<file path="src/rtl/int_ctrl_if.sv">
// Bus bundle between the interrupt sources / CPU and the interrupt controller.
// The master side drives requests and CPU accesses; the slave side is int_ctrl.
interface int_ctrl_if;
  logic       irq_vblank;
  logic       irq_lcd;
  logic       irq_timer;
  logic       irq_serial;
  logic       irq_joypad;
  logic       if_sel;
  logic       ie_sel;
  logic       cpu_wr;
  logic [7:0] cpu_di;
  logic [7:0] cpu_do;
  logic       irq_ack;
  logic       irq_n;
  logic [7:0] irq_vector;

  modport master (
    output irq_vblank, irq_lcd, irq_timer, irq_serial, irq_joypad,
    output if_sel, ie_sel, cpu_wr, cpu_di, irq_ack,
    input  cpu_do, irq_n, irq_vector
  );

  modport slave (
    input  irq_vblank, irq_lcd, irq_timer, irq_serial, irq_joypad,
    input  if_sel, ie_sel, cpu_wr, cpu_di, irq_ack,
    output cpu_do, irq_n, irq_vector
  );
endinterface

</file>
<file path="src/rtl/int_ctrl.sv">
// Interrupt controller: latches request pulses into IF, masks with IE and
// presents a registered active-low IRQ plus the restart vector of the winner.
module int_ctrl (
  input  logic         clk,
  input  logic         reset,
  int_ctrl_if.slave    bus
);

  logic [4:0] r_if;
  logic [7:0] r_ie;
  logic       r_irq_n;
  logic [7:0] r_irq_vector;

  logic [4:0] w_req;
  logic [4:0] w_ack_clr;
  logic [4:0] w_if_next;
  logic [7:0] w_ie_next;
  logic [4:0] w_pending;
  logic [7:0] w_vec_next;

  assign w_req = {bus.irq_joypad, bus.irq_serial, bus.irq_timer,
                  bus.irq_lcd, bus.irq_vblank};

  // Ack clears the bit we last vectored to; a 0x00 vector makes it a no-op.
  always_comb begin
    w_ack_clr = 5'b00000;
    case (r_irq_vector)
      8'h40:   w_ack_clr = 5'b00001;
      8'h48:   w_ack_clr = 5'b00010;
      8'h50:   w_ack_clr = 5'b00100;
      8'h58:   w_ack_clr = 5'b01000;
      8'h60:   w_ack_clr = 5'b10000;
      default: w_ack_clr = 5'b00000;
    endcase
  end

  always_comb begin
    w_if_next = r_if;
    if (bus.irq_ack) begin
      w_if_next = r_if & ~w_ack_clr;
    end
    if (bus.if_sel && bus.cpu_wr) begin
      w_if_next = bus.cpu_di[4:0];
    end
    w_if_next = w_if_next | w_req;
  end

  assign w_ie_next = (bus.ie_sel && bus.cpu_wr) ? bus.cpu_di : r_ie;
  assign w_pending = w_if_next & w_ie_next[4:0];

  // Fixed priority: lowest IF bit wins.
  always_comb begin
    w_vec_next = 8'h00;
    casez (w_pending)
      5'b????1: w_vec_next = 8'h40;
      5'b???10: w_vec_next = 8'h48;
      5'b??100: w_vec_next = 8'h50;
      5'b?1000: w_vec_next = 8'h58;
      5'b10000: w_vec_next = 8'h60;
      default:  w_vec_next = 8'h00;
    endcase
  end

  always_ff @(posedge clk or posedge reset) begin
    if (reset) begin
      r_if         <= 5'b00000;
      r_ie         <= 8'h00;
      r_irq_n      <= 1'b1;
      r_irq_vector <= 8'h00;
    end else begin
      r_if         <= w_if_next;
      r_ie         <= w_ie_next;
      r_irq_n      <= ~|w_pending;
      r_irq_vector <= w_vec_next;
    end
  end

  assign bus.cpu_do     = bus.if_sel ? {3'b111, r_if} :
                          bus.ie_sel ? r_ie : 8'hFF;
  assign bus.irq_n      = r_irq_n;
  assign bus.irq_vector = r_irq_vector;

endmodule

</file>
<file path="src/flat_wrapper.sv">
// flat-port wrapper written by rule: the top's interface ports become plain ports
module int_ctrl_flat 
  (clk, reset, bus_irq_vblank, bus_irq_lcd, bus_irq_timer, bus_irq_serial, bus_irq_joypad, bus_if_sel, bus_ie_sel, bus_cpu_wr, bus_cpu_di, bus_irq_ack, bus_cpu_do, bus_irq_n, bus_irq_vector);
  int_ctrl_if bus_i ();
  input  logic clk;
  input  logic reset;
  input wire logic [$bits(bus_i.irq_vblank)-1:0] bus_irq_vblank;
  input wire logic [$bits(bus_i.irq_lcd)-1:0] bus_irq_lcd;
  input wire logic [$bits(bus_i.irq_timer)-1:0] bus_irq_timer;
  input wire logic [$bits(bus_i.irq_serial)-1:0] bus_irq_serial;
  input wire logic [$bits(bus_i.irq_joypad)-1:0] bus_irq_joypad;
  input wire logic [$bits(bus_i.if_sel)-1:0] bus_if_sel;
  input wire logic [$bits(bus_i.ie_sel)-1:0] bus_ie_sel;
  input wire logic [$bits(bus_i.cpu_wr)-1:0] bus_cpu_wr;
  input wire logic [$bits(bus_i.cpu_di)-1:0] bus_cpu_di;
  input wire logic [$bits(bus_i.irq_ack)-1:0] bus_irq_ack;
  output wire logic [$bits(bus_i.cpu_do)-1:0] bus_cpu_do;
  output wire logic [$bits(bus_i.irq_n)-1:0] bus_irq_n;
  output wire logic [$bits(bus_i.irq_vector)-1:0] bus_irq_vector;
  assign bus_i.irq_vblank = bus_irq_vblank;
  assign bus_i.irq_lcd = bus_irq_lcd;
  assign bus_i.irq_timer = bus_irq_timer;
  assign bus_i.irq_serial = bus_irq_serial;
  assign bus_i.irq_joypad = bus_irq_joypad;
  assign bus_i.if_sel = bus_if_sel;
  assign bus_i.ie_sel = bus_ie_sel;
  assign bus_i.cpu_wr = bus_cpu_wr;
  assign bus_i.cpu_di = bus_cpu_di;
  assign bus_i.irq_ack = bus_irq_ack;
  assign bus_cpu_do = bus_i.cpu_do;
  assign bus_irq_n = bus_i.irq_n;
  assign bus_irq_vector = bus_i.irq_vector;
  int_ctrl u_core (.clk(clk), .reset(reset), .bus(bus_i));
endmodule
</file>
<file path="config.mk">
export PLATFORM = sky130hd
export DESIGN_NAME = int_ctrl_flat
export DESIGN_NICKNAME = d
export VERILOG_FILES = /design/src/rtl/int_ctrl_if.sv /design/src/rtl/int_ctrl.sv /design/src/flat_wrapper.sv
export SDC_FILE = /design/constraint.sdc
export NUM_CORES = 1
export LEC_CHECK = 0
export BUFFER_PORTS_ARGS = -buffer_cell sky130_fd_sc_hd__buf_2
export CORE_ASPECT_RATIO = 1.4
export CORE_UTILIZATION = 43
export DETAILED_ROUTE_END_ITERATION = 12
export PLACE_DENSITY_LB_ADDON = 0.2
export SYNTH_ARGS = -nofsm -noshare
export SYNTH_HDL_FRONTEND = slang
export SYNTH_SLANG_ARGS = --single-unit
export TNS_END_PERCENT = 100
</file>
<file path="constraint.sdc">
create_clock -name clk -period 1.35 [get_ports clk]
set_input_delay 0.27 -clock clk [delete_from_list [all_inputs] [get_ports clk]]
set_output_delay 0.27 -clock clk [all_outputs]
set_load 0.005 [all_outputs]
</file>
# Word level (Yosys, flattened, before mapping)
# Index checks and enable logic that the tools add are counted.
[word_totals]
ff_bits = 21
latch_bits = 0
ramBits = 0
romBits = 0
inputBits = 19
word_cells = 29
n_memories = 0
[op_classes]
addsub = 0
mul = 0
n_div = 0
n_lt_le_gt_ge = 0
n_eq_ne = 9
shifts = 0
mux = 7
bitwise_logic = 4
n_reduce_logical = 4
[op_table]
columns = ["cell", "n"]
rows = [
  ["7-bit == test, second input constant", 5],
  ["7-bit one-hot mux with 5 select lines", 1],
  ["5-bit one-hot mux with 5 select lines", 1],
  ["8-bit 2-to-1 mux", 2],
  ["5-bit 2-to-1 mux", 3],
  ["5-bit AND", 2],
  ["5-bit == test, second input constant", 1],
  ["5-bit NOT", 1],
  ["5-bit bitwise OR", 1],
  ["5-bit OR reduction", 1],
  ["4-bit == test, second input constant", 1],
  ["3-bit == test, second input constant", 1],
  ["2-bit == test, second input constant", 1],
  ["1-bit logical AND", 2],
  ["1-bit zero test", 1],
]

# Logic depth before layout (Yosys ltp)
[depth]
word_depth = 10
depth_mapped = 6

# Least setup slack after synthesis
# OpenSTA, ideal clock, no wires.
[synth_timing]
kind = "register to register"
from = "reg u_core.r_irq_vector[5], in the netlist u_core.bus.irq_vector[5]"
to = "reg u_core.r_irq_vector[5], in the netlist u_core.bus.irq_vector[5]"
setup_time_ps = 66
arrival_time_ps = 1392
setup_slack_ps = -109
path_stages_with_launch = 6
n_path_buf = 0
cell_sequence = "dfrtp_1 > nand3b_1 > o311ai_1 > a21boi_1 > nor3_2 > and2_1"
[synth_between]
elab_chain_len = 10
[synth_rtl]
columns = ["item", "line", "source"]
rows = [
  ["start, declared", "int_ctrl.sv:12", "logic [7:0] r_irq_vector;"],
  ["start signal, assigned", "int_ctrl.sv:74", "r_irq_vector <= w_vec_next;"],
  ["7-bit == test", "int_ctrl.sv:27", "case (r_irq_vector)"],
  ["5-bit one-hot mux with 5 select lines (*)", "int_ctrl.sv:27", ""],
  ["5-bit NOT (*)", "int_ctrl.sv:40", "w_if_next = r_if & ~w_ack_clr;"],
  ["5-bit AND (*)", "int_ctrl.sv:40", ""],
  ["5-bit 2-to-1 mux (*)", "int_ctrl.sv:39", "if (bus.irq_ack) begin"],
  ["5-bit 2-to-1 mux (*)", "int_ctrl.sv:42", "if (bus.if_sel && bus.cpu_wr) begin"],
  ["5-bit bitwise OR (*)", "int_ctrl.sv:45", "w_if_next = w_if_next | w_req;"],
  ["5-bit AND (*)", "int_ctrl.sv:49", "assign w_pending = w_if_next & w_ie_next[4:0];"],
  ["5-bit == test (tied with other cells)", "int_ctrl.sv:54", "casez (w_pending)"],
  ["7-bit one-hot mux with 5 select lines (*)", "int_ctrl.sv:54", ""],
  ["net u_core.w_vec_next[5]", "int_ctrl.sv:19", "logic [7:0] w_vec_next;"],
]
# Mark *: on every way through the listed nets, which the timed path passes. The rest lies on a longest branch.
# A chain may end at the register's enable or synchronous reset.

# Worst setup path after layout
# Ends and elaborated chain as after synthesis.

==> metrics <==
share of cells above drive strength 1=56.8%; Sw Share=30.7%; Highest Signal Layer=met4; initial antenna violation count=0; synth warn=0; filler cell count=179; Seq/Total Area, Yosys=43.8%; die area=2600 um2; cell count after synthesis=100; # nets final=182; final worst setup slack=-0.223 ns; Detailed Route Iter0 Violations=16; diodes inserted=0; post-synthesis register bit count=18; ys async rst share=100%; DIE WIDTH=43.4 um; Worst Skew=0.00650 ns; pre-CTS setup slack=-0.205 ns; Yosys top cell by area=dfrtp_1; Final period util=116%; Via density=5.26; CP Data Required Time=1.59 ns; met3 WL=77 um; Setup crit start kind=flop; Metal-1 WL=1020 um; Tmin final=1.57 ns; Initial Utilization=46.3%; Pleak=0.000776 uW; I/O Buffers=31; fin area=1540 um2; CTS H-tree lvls=1; dpl cells=172; average size of a mapped cell=10.3 um2; drc violations=4; total grt overflow=0; Rows=20; clock tree buffer depth=2; placed inst area=1340 um2; die height=59.9 um; top-area cell type share of the netlist area=41.3%; Routed WL=2540 um; dominant cells by area after synthesis=dfrtp_1 41%, a21oi_1 4.4%, mux2_2 3.3%, buf_4 2.9%, inv_1 2.9%; met2 routed WL=1410 um; first-pass GRT wire length=3780 um; commonest register cell after synthesis=dfrtp_1; Area growth syn-to-layout=49.5%; failing checks=design-rule violations, negative setup slack; Netlist cell types=42; Min-Delay Path Class=in -> reg; num ports=36; Final Max Tran Viols=0; Hold Fails Final Rpt=0; root buf cell=clkbuf_4; Max Clk Rate=636 MHz; wire length per cell=13.8 um; Clk pin slew, worst setup/hold paths=0.09 ns; RSZ-0062 raised after global routing=true; CTS Buf Count=3; WP data arrival=1.81 ns; commonest cells in the netlist=17 x dfrtp_1, 9 x a21oi_1, 8 x inv_1, 8 x nor2_1; combinational share of power=39.5%; routability cong.=0.816; Seq pwr share=42.8%; vias post-DR=968; crit end category=flop; dpl hpwl=1870 um; Max Cap Viol=0; most common cell in the netlist=dfrtp_1; TritonRoute pass-1 iters=8; setup violators final=6; maximum vdd drop=1.02 mV; clk sinks=18; Post-synth EDFFs=0; largest net degree at the start of global routing=19; vias in the first global route=896; count of non-filler cells in the finished layout=184; CP Class=reg -> reg; Detail Route Antenna Nets=0; CTS tree=built; status=complete, but fails checks; CP Max Fanout=3; total track usage=20.2%; PD cells=1020 nW/um2; clock latency at the later pin of the worst-skew pair=0.30 ns; CORE AREA=2230 um2; Int Pwr=1090 uW; setup TNS=-0.951 ns; net switching power=485 uW; Netlist Area Pre-Place=1030 um2; clock power share=17.7%
## critical path: stages, from the launching register on
cell,delay [ns]
dfrtp_1,0.39
buf_4,0.14
nand4bb_1,0.19
o32ai_2,0.27
o32ai_1,0.18
nor3_2,0.19
and2_1,0.15
## power groups by stage
stage               Clock (uW)  Combinational, uW  Sequential [uW]
floorplan                    0                254              673
global placement             0                449              673
detailed placement           0                457              678
CTS                        284                538              672
finish                     279                623              676
global route               311                671              685
## flip-flops by register name (all words and copies together), names as in the netlist
name,flops
u_core.bus.irq_n,1
u_core.r_if,5
u_core.bus.irq_vector,4
u_core.r_ie,8
## cell usage in the layout, fill, tap and decap left out, types with 4 or more instances in the layout
master and n:
dfrtp_1 16, buf_2 27, inv_1 8, buf_6 9, conb_1 4, nor2_1 6, buf_4 24, a21oi_1 9
## routing by layer
metal	GRT usage (%)	up-vias
met3	2.72	5
li1	-	471
met5	0	-
met2	37.2	22
met4	8.04	0
met1	23.3	470
## layout make-up
type	count	area [um2]	share of cell area [%]
clock buffer	4	26.3	1.70
inverter	9	33.8	2.19
multi-input combinational	70	574	37.3
sequential	18	453	29.4
tap	22	27.5	1.79
timing repair buffer	61	427	27.7
## metrics by stage
step / utilization [%] / power (uW) / hold slack [ns]
floorplan: - / 927 / 0.208
global placement: 60.1 / 1120 / 0.291
detailed placement: 60.1 / 1140 / 0.297
CTS: 65.5 / 1490 / 0.193
global route: 69.2 / 1670 / 0.184
finish: 69.2 / 1580 / 0.192
## path summary, 6_finish.rpt
kind                       slack (ns)                     start                       end  cells past startpoint
setup / recovery                -0.22  u_core.bus.irq_vector[5]  u_core.bus.irq_vector[5]                      6
hold / removal                   0.19            bus_irq_joypad            u_core.r_if[4]                      2
setup reg to reg                -0.22  u_core.bus.irq_vector[5]  u_core.bus.irq_vector[5]                      6
hold reg to reg                  0.52            u_core.r_ie[6]            u_core.r_ie[6]                      1
max in group asynchronous        0.57                     reset          u_core.bus.irq_n                      4
min in group asynchronous        0.52                     reset            u_core.r_ie[1]                      4
## cells by family (layout without fill, tap and decap cells)
family | count (synthesis) | count (layout) | share of synthesized area [%]
AO/OA/AOI/OAI | 26 | 26 | 20.0
buffers and inverters | 15 | 74 | 8.37
flip-flops | 18 | 18 | 43.8
other | 1 | 4 | 0.364
multiplexers | 6 | 6 | 7.16
AND/OR/NAND/NOR | 34 | 34 | 20.3
## what timing repair did
| item | 4_1_cts | 5_1_grt |
|---|---|---|
| pin swaps | 0 | 5 |
| setup buffers | 3 | 4 |
| gates resized for setup | 14 | 11 |
| hold buffers | 1 | 0 |
| setup endpoints to repair | 13 | 14 |
| hold endpoints to repair | 17 | 0 |
No activity file was read; power rests on OpenSTA's default activity.
